**config.mk**
```make
export PLATFORM = sky130hd
export DESIGN_NAME = reset_sequencer
export DESIGN_NICKNAME = d
export VERILOG_FILES = /design/src/rtl/reset_seq_pkg.sv /design/src/rtl/reset_sequencer.sv
export SDC_FILE = /design/constraint.sdc
export NUM_CORES = 1
export LEC_CHECK = 0
export BUFFER_PORTS_ARGS = -buffer_cell sky130_fd_sc_hd__buf_4
export CORE_UTILIZATION = 29
export DETAILED_ROUTE_END_ITERATION = 10
export PLACE_DENSITY = 0.5
export REMOVE_ABC_BUFFERS = 1
export SETUP_SLACK_MARGIN = 0.2
export SLEW_MARGIN = 20
export SYNTH_ARGS = -nofsm -noshare
export SYNTH_HDL_FRONTEND = slang
export SYNTH_SLANG_ARGS = --single-unit
```
**constraint.sdc**
```tcl
create_clock -name clk -period 3.3 [get_ports clk]
set_clock_uncertainty 0.1 [all_clocks]
set_input_delay 0.66 -clock clk [delete_from_list [all_inputs] [get_ports clk]]
set_output_delay 0.66 -clock clk [all_outputs]
set_load 0.1 [all_outputs]
```
**src/rtl/reset_seq_pkg.sv**
```systemverilog
// Shared types and defaults for reset_sequencer.
package reset_seq_pkg;

    typedef enum logic [1:0] {
        WAIT_LOCK,
        COUNT,
        STAGE,
        RUN
    } state_t;

    localparam logic [31:0] DEFAULT_STARTUP_TIMEOUT = 32'h0000_FFFF;
    localparam logic [31:0] DEFAULT_STAGE_DELAY     = 32'h0000_0100;

    // Bits needed to hold 0..n-1, never narrower than one bit.
    function automatic int index_width(input int unsigned n);
        return (n <= 32'd2) ? 1 : $clog2(n);
    endfunction

endpackage

```
**src/rtl/reset_sequencer.sv**
```systemverilog
// Staged multi-channel reset release gated by clock lock and a startup timeout.
// Define RESET_SEQ_LOCK_FILTER_EN to require LOCK_FILTER consecutive locked samples.
module reset_sequencer
    import reset_seq_pkg::*;
#(
    parameter int unsigned NUM_CHANNELS    = 4,
    parameter int unsigned COUNT_WIDTH     = 32,
    parameter logic [31:0] STARTUP_TIMEOUT = DEFAULT_STARTUP_TIMEOUT,
    parameter logic [31:0] STAGE_DELAY     = DEFAULT_STAGE_DELAY,
    parameter int unsigned LOCK_FILTER     = 8
) (
    input  logic                    clk,
    input  logic                    rst,
    input  logic                    locked,
    input  logic                    soft_rst_req,
    output logic [NUM_CHANNELS-1:0] startup_rst,
    output logic                    ready
);

    localparam int IDX_W = index_width(NUM_CHANNELS);

    localparam logic [COUNT_WIDTH-1:0]  TIMEOUT_LAST = COUNT_WIDTH'(STARTUP_TIMEOUT - 32'd1);
    localparam logic [COUNT_WIDTH-1:0]  STAGE_LAST   = COUNT_WIDTH'(STAGE_DELAY - 32'd1);
    localparam logic [IDX_W-1:0]        IDX_LAST     = IDX_W'(NUM_CHANNELS - 1);
    localparam logic [NUM_CHANNELS-1:0] CH_ONE       = NUM_CHANNELS'(1);

    // Declaration initialisers give the reset state at power-up without rst.
    state_t                   state     = WAIT_LOCK;
    logic [COUNT_WIDTH-1:0]   count     = '0;
    logic [IDX_W-1:0]         idx       = '0;
    logic [NUM_CHANNELS-1:0]  rst_q     = '1;
    logic                     ready_q   = 1'b0;

`ifdef RESET_SEQ_LOCK_FILTER_EN
    localparam int FILT_W = index_width(LOCK_FILTER);
    localparam logic [FILT_W-1:0] FILT_LAST = FILT_W'(LOCK_FILTER - 1);
    logic [FILT_W-1:0] filt = '0;
`else
    wire unused_lock_filter = (LOCK_FILTER != 0);
`endif

    wire abort = (state != WAIT_LOCK) && (!locked || soft_rst_req);

    always_ff @(posedge clk) begin
        if (rst || abort) begin
            state   <= WAIT_LOCK;
            count   <= '0;
            idx     <= '0;
            rst_q   <= '1;
            ready_q <= 1'b0;
`ifdef RESET_SEQ_LOCK_FILTER_EN
            filt    <= '0;
`endif
        end else begin
            unique case (state)
                WAIT_LOCK: begin
                    count <= '0;
`ifdef RESET_SEQ_LOCK_FILTER_EN
                    if (!locked || soft_rst_req) begin
                        filt <= '0;
                    end else if (filt == FILT_LAST) begin
                        filt  <= '0;
                        state <= COUNT;
                    end else begin
                        filt <= filt + FILT_W'(1);
                    end
`else
                    if (locked) begin
                        state <= COUNT;
                    end
`endif
                end
                COUNT: begin
                    if (count == TIMEOUT_LAST) begin
                        count    <= '0;
                        rst_q[0] <= 1'b0;
                        if (NUM_CHANNELS == 1) begin
                            state   <= RUN;
                            ready_q <= 1'b1;
                        end else begin
                            state <= STAGE;
                            idx   <= IDX_W'(1);
                        end
                    end else begin
                        count <= count + COUNT_WIDTH'(1);
                    end
                end
                STAGE: begin
                    if (count == STAGE_LAST) begin
                        count <= '0;
                        rst_q <= rst_q & ~(CH_ONE << idx);
                        // ready rises on the same edge as the final channel.
                        if (idx == IDX_LAST) begin
                            state   <= RUN;
                            ready_q <= 1'b1;
                        end else begin
                            idx <= idx + IDX_W'(1);
                        end
                    end else begin
                        count <= count + COUNT_WIDTH'(1);
                    end
                end
                default: begin
                    count <= '0;
                end
            endcase
        end
    end

    assign startup_rst = rst_q;
    assign ready       = ready_q;

endmodule

```
==> run metrics, run 1 <==
proportion of power drawn by combinational gates 23.3%; Max H-tree Level 2; internal power 0.757 mW; clock tree from TritonCTS done; CTS Buffer Depth 2; slew at the pin with the worst max-slew slack 0.793 ns; maximum vdd ir drop 0.158 mV; Root Buffer sky130_fd_sc_hd__clkbuf_8; share of synthesized registers carrying an async set or reset 0%; GRT Resource Usage Total 11.3%; total congestion overflow 0; Max Fanout on Critical Path 5; final weighted congestion of routability-driven global placement 0.683; hold-fix buffers at CTS 0; largest net degree at the start of global routing 33; fraction of post-synthesis cell area in the top cell type by area 40.5%; global-route wire length before repair 6.63 mm; NumNets Final 255; Net Sw Power 0.371 mW; number of storage elements in the synthesis netlist 41; remaining antenna violation count after routing 0; Clk Latency, worst-skew pair 0.29 ns; PortBufs 8; top-level I/O count 9; via count of the first global-routing pass 1,467; flip-flop cell with the highest count after synthesis sky130_fd_sc_hd__dfxtp_1; CP endpoint kind register; leading cell types in the layout, fill and taps excluded sky130_fd_sc_hd__dfxtp_1 (41), sky130_fd_sc_hd__nor2_1 (32), sky130_fd_sc_hd__xor2_1 (16); total routed wirelength 3.72 mm; synthesis warning total 0; type of the tightest min-delay check reg2reg; final setup vio count 0; num rows 30; Startpoint Class register; register clock-pin slew on the reported worst setup and hold paths 0.08 ns; sw frac 32.9%; count of unresolved DRC violations after routing 0; unrepaired setup endpoints after global routing no; cell type with the highest aggregate area in the netlist sky130_fd_sc_hd__dfxtp_1; initial standard-cell utilization of the core 30.0%; commonest non-fill, non-tap cell in the layout sky130_fd_sc_hd__dfxtp_1; final hold violation count 0; total negative slack 0 ns; Final Cycle Share 67.6%; Die Span X 85.6 µm; clock share of power 28.7%; post-synthesis average cell area 8.85 µm²; post-CTS setup repair buffer count 0; average wire per cell in the routed design 11.6 µm; number of violations of the max-capacitance limit 0; total power divided by cell area 501 nW/µm²; TritonCTS Sinks 41; normalized max-slew margin 46.7%; largest cells by area after synthesis sky130_fd_sc_hd__dfxtp_1 (40%), sky130_fd_sc_hd__xor2_1 (6.9%), sky130_fd_sc_hd__ha_1 (6.8%), sky130_fd_sc_hd__nor2_1 (5.9%), sky130_fd_sc_hd__xnor2_1 (3.5%); vias 1,569; post-route minimum period 2.23 ns; Flop pwr share 47.9%; Netlist cell types 37; post-detailed-placement half-perimeter wirelength 2.60 mm; required arrival time at the worst endpoint 3.39 ns; final cell count without fillers 321; critical path class reg2reg; count of mapped cells out of synthesis 229; synth-to-layout area growth 11.1%; Resize count post-CTS 0; data arrival time at the worst-slack endpoint 2.32 ns; fraction of layout instances using a drive strength above 1 9.96%; Starting DRT DRC Count 54; number of optimization iterations in the first detailed-route pass 4; number of enable-type register cells in the synthesized netlist 0; max frequency 448 MHz; Ant. Diodes 0; total clock buffers created by CTS 5; area of the placeable core 6760 µm²; register area share after synthesis 40.5%; Avg Vias per Cell 4.89; initial antenna violation count 0; final number of max-transition violations 0; status finished, final reports clean; netlist area before placement 2030 µm²; overall die height 85.6 µm; DIE AREA 7330 µm²; instance count after placement with tap cells included 313; P_leak 0.800 nW
-- flip-flops by register name, indices dropped and copies added, names as in the netlist --
register,count
state,2
idx,2
count,32
ready,1
startup_rst,4
-- logic make-up (layout without fill, tap and decap cells) --
kind of cell,count (synthesis),in the layout,synth area share (%)
flops,41,41,40.5
simple gates,102,102,26.8
mux,2,2,0.988
fa+ha+maj,11,11,6.79
xor+xnor,24,24,10.4
buf+inv,20,32,4.38
compound gates,29,29,10.2
-- through the flow --
stage	util (%)	instance area, µm²	setup slack, ns	hold slack (ns)	power [mW]
after floorplan	-	1990	1.05	0.341	0.755
after global placement	32.1	2170	1.14	0.338	0.816
after detailed placement	32.1	2170	1.09	0.346	0.819
after CTS	33.3	2250	1.08	0.365	1.15
after global routing	33.3	2250	0.908	0.370	1.21
final	33.3	2250	1.07	0.359	1.13
-- critical path: stages, from the launching register on --
cell                       delay, ns
sky130_fd_sc_hd__dfxtp_1        0.39
sky130_fd_sc_hd__ha_1           0.19
sky130_fd_sc_hd__and3_1         0.25
sky130_fd_sc_hd__nand4_1        0.18
sky130_fd_sc_hd__o31ai_1        0.49
sky130_fd_sc_hd__nand3_1        0.21
sky130_fd_sc_hd__a211oi_1       0.32
-- power groups by stage --
stage                     Clock [mW]  Combinational [mW]  Sequential (mW)
after floorplan                    0               0.171            0.583
after global placement             0               0.264            0.552
after detailed placement           0               0.267            0.553
after CTS                      0.341               0.267            0.541
after global routing           0.369               0.294            0.544
final                          0.324               0.263            0.541
-- cell type report --
type	count	area (µm²)
inverter	14	52.6
clock inverter	3	17.5
sequential	41	821
timing repair buffer	10	75.1
tap	80	100
clock buffer	5	68.8
multi-input combinational	168	1120
fill	739	4500
-- routing by layer --
layer	GRT usage (%)	routed length, µm	up-vias
met5	0	0	-
met4	4.55	61	0
met3	2.60	71	6
met2	18.7	1690	11
met1	14.1	1900	730
li1	-	-	822
-- synthesized netlist by cell type (3+ instances only) --
cell type                  n
sky130_fd_sc_hd__and4_1    4
sky130_fd_sc_hd__nor4_1    8
sky130_fd_sc_hd__dfxtp_1  41
sky130_fd_sc_hd__xor2_1   16
sky130_fd_sc_hd__a21o_1    3
sky130_fd_sc_hd__and3_1    9
sky130_fd_sc_hd__xnor2_1   8
sky130_fd_sc_hd__buf_4     3
sky130_fd_sc_hd__a21oi_1   8
sky130_fd_sc_hd__nand2_1  14
sky130_fd_sc_hd__nand4_1  11
sky130_fd_sc_hd__inv_1    14
sky130_fd_sc_hd__nor2_1   32
sky130_fd_sc_hd__nand3_1  12
sky130_fd_sc_hd__or3_1     5
sky130_fd_sc_hd__ha_1     11
sky130_fd_sc_hd__o21ai_0   5
-- worst paths after layout --
kind,to,startpoint,slack [ns],cells past startpoint
min reg2reg,startup_rst[2],startup_rst[2],0.36,1
max,state[0],count[0],1.07,6
min,startup_rst[2],startup_rst[2],0.36,1
max reg2reg,state[0],count[0],1.07,6
Power figures use the tool's default switching activity.
==> run 2: changes to the inputs <==
==> constraint.sdc (replaced) <==
create_clock -name clk -period 2.2 [get_ports clk]
set_clock_uncertainty 0.1 [all_clocks]
set_input_delay 0.44 -clock clk [delete_from_list [all_inputs] [get_ports clk]]
set_output_delay 0.44 -clock clk [all_outputs]
set_load 0.1 [all_outputs]
==> run 2 against run 1 <==
  * Total power up 76%
  * Global-route usage up 1.0 points
  * Combinational power up 100%
  * Largest power group unchanged
  * Maximum frequency up 12%
  * Critical path type unchanged
  * Clock power up 96%
  * Setup slack worse by 0.86 ns
  * Sequential share of layout area down 6.1 points
==> run metrics, run 2 (synthesis results as in run 1) <==
GRT Resource Usage Total 12.3%; final weighted congestion of routability-driven global placement 0.790; post-route minimum period 1.99 ns; unrepaired setup endpoints after global routing yes; Worst Reg-to-Reg Cells 7; synth-to-layout area growth 39.3%; total congestion overflow 0; family with the most delay on the worst path compound AO/OA/AOI/OAI gates; Clk Latency, worst-skew pair 0.29 ns; total power divided by cell area 701 nW/µm²; register clock-pin slew on the reported worst setup and hold paths 0.08 ns; longest individual stage delay on the worst path 0.44 ns; final setup vio count 0; NumNets Final 281; Final Cycle Share 90.3%; largest net degree at the start of global routing 17; DIE AREA 7330 µm²; internal power 1.37 mW; number of violations of the max-capacitance limit 0; num rows 30; overall die height 85.6 µm; Bufs and invs on worst path 2; type of the tightest min-delay check reg2reg; cell with the largest stage delay on the worst path sky130_fd_sc_hd__o41a_1; Ant. Diodes 0; Max H-tree Level 2; Setup Slack @ Placement 0.0174 ns; normalized max-slew margin 57.6%; Starting DRT DRC Count 88; initial standard-cell utilization of the core 30.0%; hold-fix buffers at CTS 0; global-route wire length before repair 7.08 mm; TritonCTS Sinks 41; Max Fanout on Critical Path 8; post-detailed-placement half-perimeter wirelength 2.73 mm; sw frac 30.8%; clock share of power 32.1%; slew at the pin with the worst max-slew slack 0.635 ns; area of the placeable core 6760 µm²; average wire per cell in the routed design 12.7 µm; Flop pwr share 40.7%; top-level I/O count 9; total negative slack 0 ns; Avg Vias per Cell 4.88; series of cell instances along the critical path nor4_4, nand2_2, o41a_1, o211ai_2, buf_6, clkbuf_16, nor2_1; proportion of power drawn by combinational gates 27.2%; max frequency 503 MHz; initial antenna violation count 0; total area of sequential cells 858 µm²; data arrival time at the worst-slack endpoint 2.08 ns; critical path class reg2reg; CP endpoint kind register; Multi-input gate area 1340 µm²; fraction of layout instances using a drive strength above 1 39.3%; CTS Buffer Depth 2; Net Sw Power 0.610 mW; total routed wirelength 4.41 mm; maximum vdd ir drop 0.285 mV; count of cell instances traversed by the critical path 7; Startpoint Class register; crit path setup slack, layout 0.212 ns; clock tree from TritonCTS done; vias 1,693; required arrival time at the worst endpoint 2.29 ns; fill cell instance count of the final layout 674; number of optimization iterations in the first detailed-route pass 4; hold path depth 1; leading cell types in the layout, fill and taps excluded sky130_fd_sc_hd__buf_4 (27), sky130_fd_sc_hd__dfxtp_1 (21), sky130_fd_sc_hd__nor2_1 (18); Top reg by flops count; count of unresolved DRC violations after routing 0; remaining antenna violation count after routing 0; via count of the first global-routing pass 1,584; Die Span X 85.6 µm; final number of max-transition violations 0; Root Buffer sky130_fd_sc_hd__clkbuf_8; P_leak 1.03 nW; flip-flop count of the largest register after layout 32; PortBufs 8; final hold violation count 0; status finished, final reports clean; commonest non-fill, non-tap cell in the layout sky130_fd_sc_hd__buf_4; total clock buffers created by CTS 5
[run 2: power groups by stage]
stage	registers, mW	logic [mW]	clock network (mW)
after floorplan	0.875	0.257	0
after global placement	0.827	0.407	0
after detailed placement	0.828	0.407	0
after CTS	0.810	0.461	0.657
after global routing	0.814	0.585	0.694
final	0.806	0.537	0.635
[run 2: area by class of cell]
cell class	count	area share (%)
tap	80	3.54
sequential	41	30.4
timing repair buffer	36	12.6
clock buffer	6	2.92
clock inverter	2	1.33
multi-input combinational	168	47.3
inverter	14	1.86
[run 2: path summary, 6_finish.rpt]
kind / from / to / slack (ns)
setup / recovery: count[16] / count[17] / 0.21
hold / removal: count[0] / count[0] / 0.34
setup reg to reg: count[16] / count[17] / 0.21
hold reg to reg: count[0] / count[0] / 0.34
[run 2: through the flow]
stage	utilization (%)	hold slack (ns)	area [µm²]	power, mW	cells
floorplan	-	0.341	1990	1.13	223
global placement	32.7	0.339	2210	1.23	317
detailed placement	32.7	0.344	2210	1.24	317
CTS	36.3	0.348	2450	1.93	334
global route	41.8	0.358	2820	2.09	347
finish	41.8	0.341	2820	1.98	347
[run 2: timing repair]
item | 4_1_cts | 5_1_grt
hold endpoints to repair | 0 | 0
resized for setup | 8 | 73
endpoints found under the setup margin | 35 | 40
buffers inserted | 8 | 11
gates cloned | 1 | 2
pin swaps | 7 | 30
[run 2: worst reg2reg max path, delay by kind of cell (launching register included)]
kind,cells,cell delay (ns)
and+or+nand+nor,3,0.44
buffers and inverters,2,0.31
DFF,1,0.36
AOI/OAI and AO/OA,2,0.67
[run 2: routing by layer]
layer | global-route usage [%] | vias to the layer above | share of wire (%)
li1 | - | 872 | -
met1 | 14.7 | 801 | 48
met2 | 20.5 | 18 | 49
met3 | 2.89 | 2 | 2.1
met4 | 6.52 | 0 | 1.0
met5 | 0 | - | 0
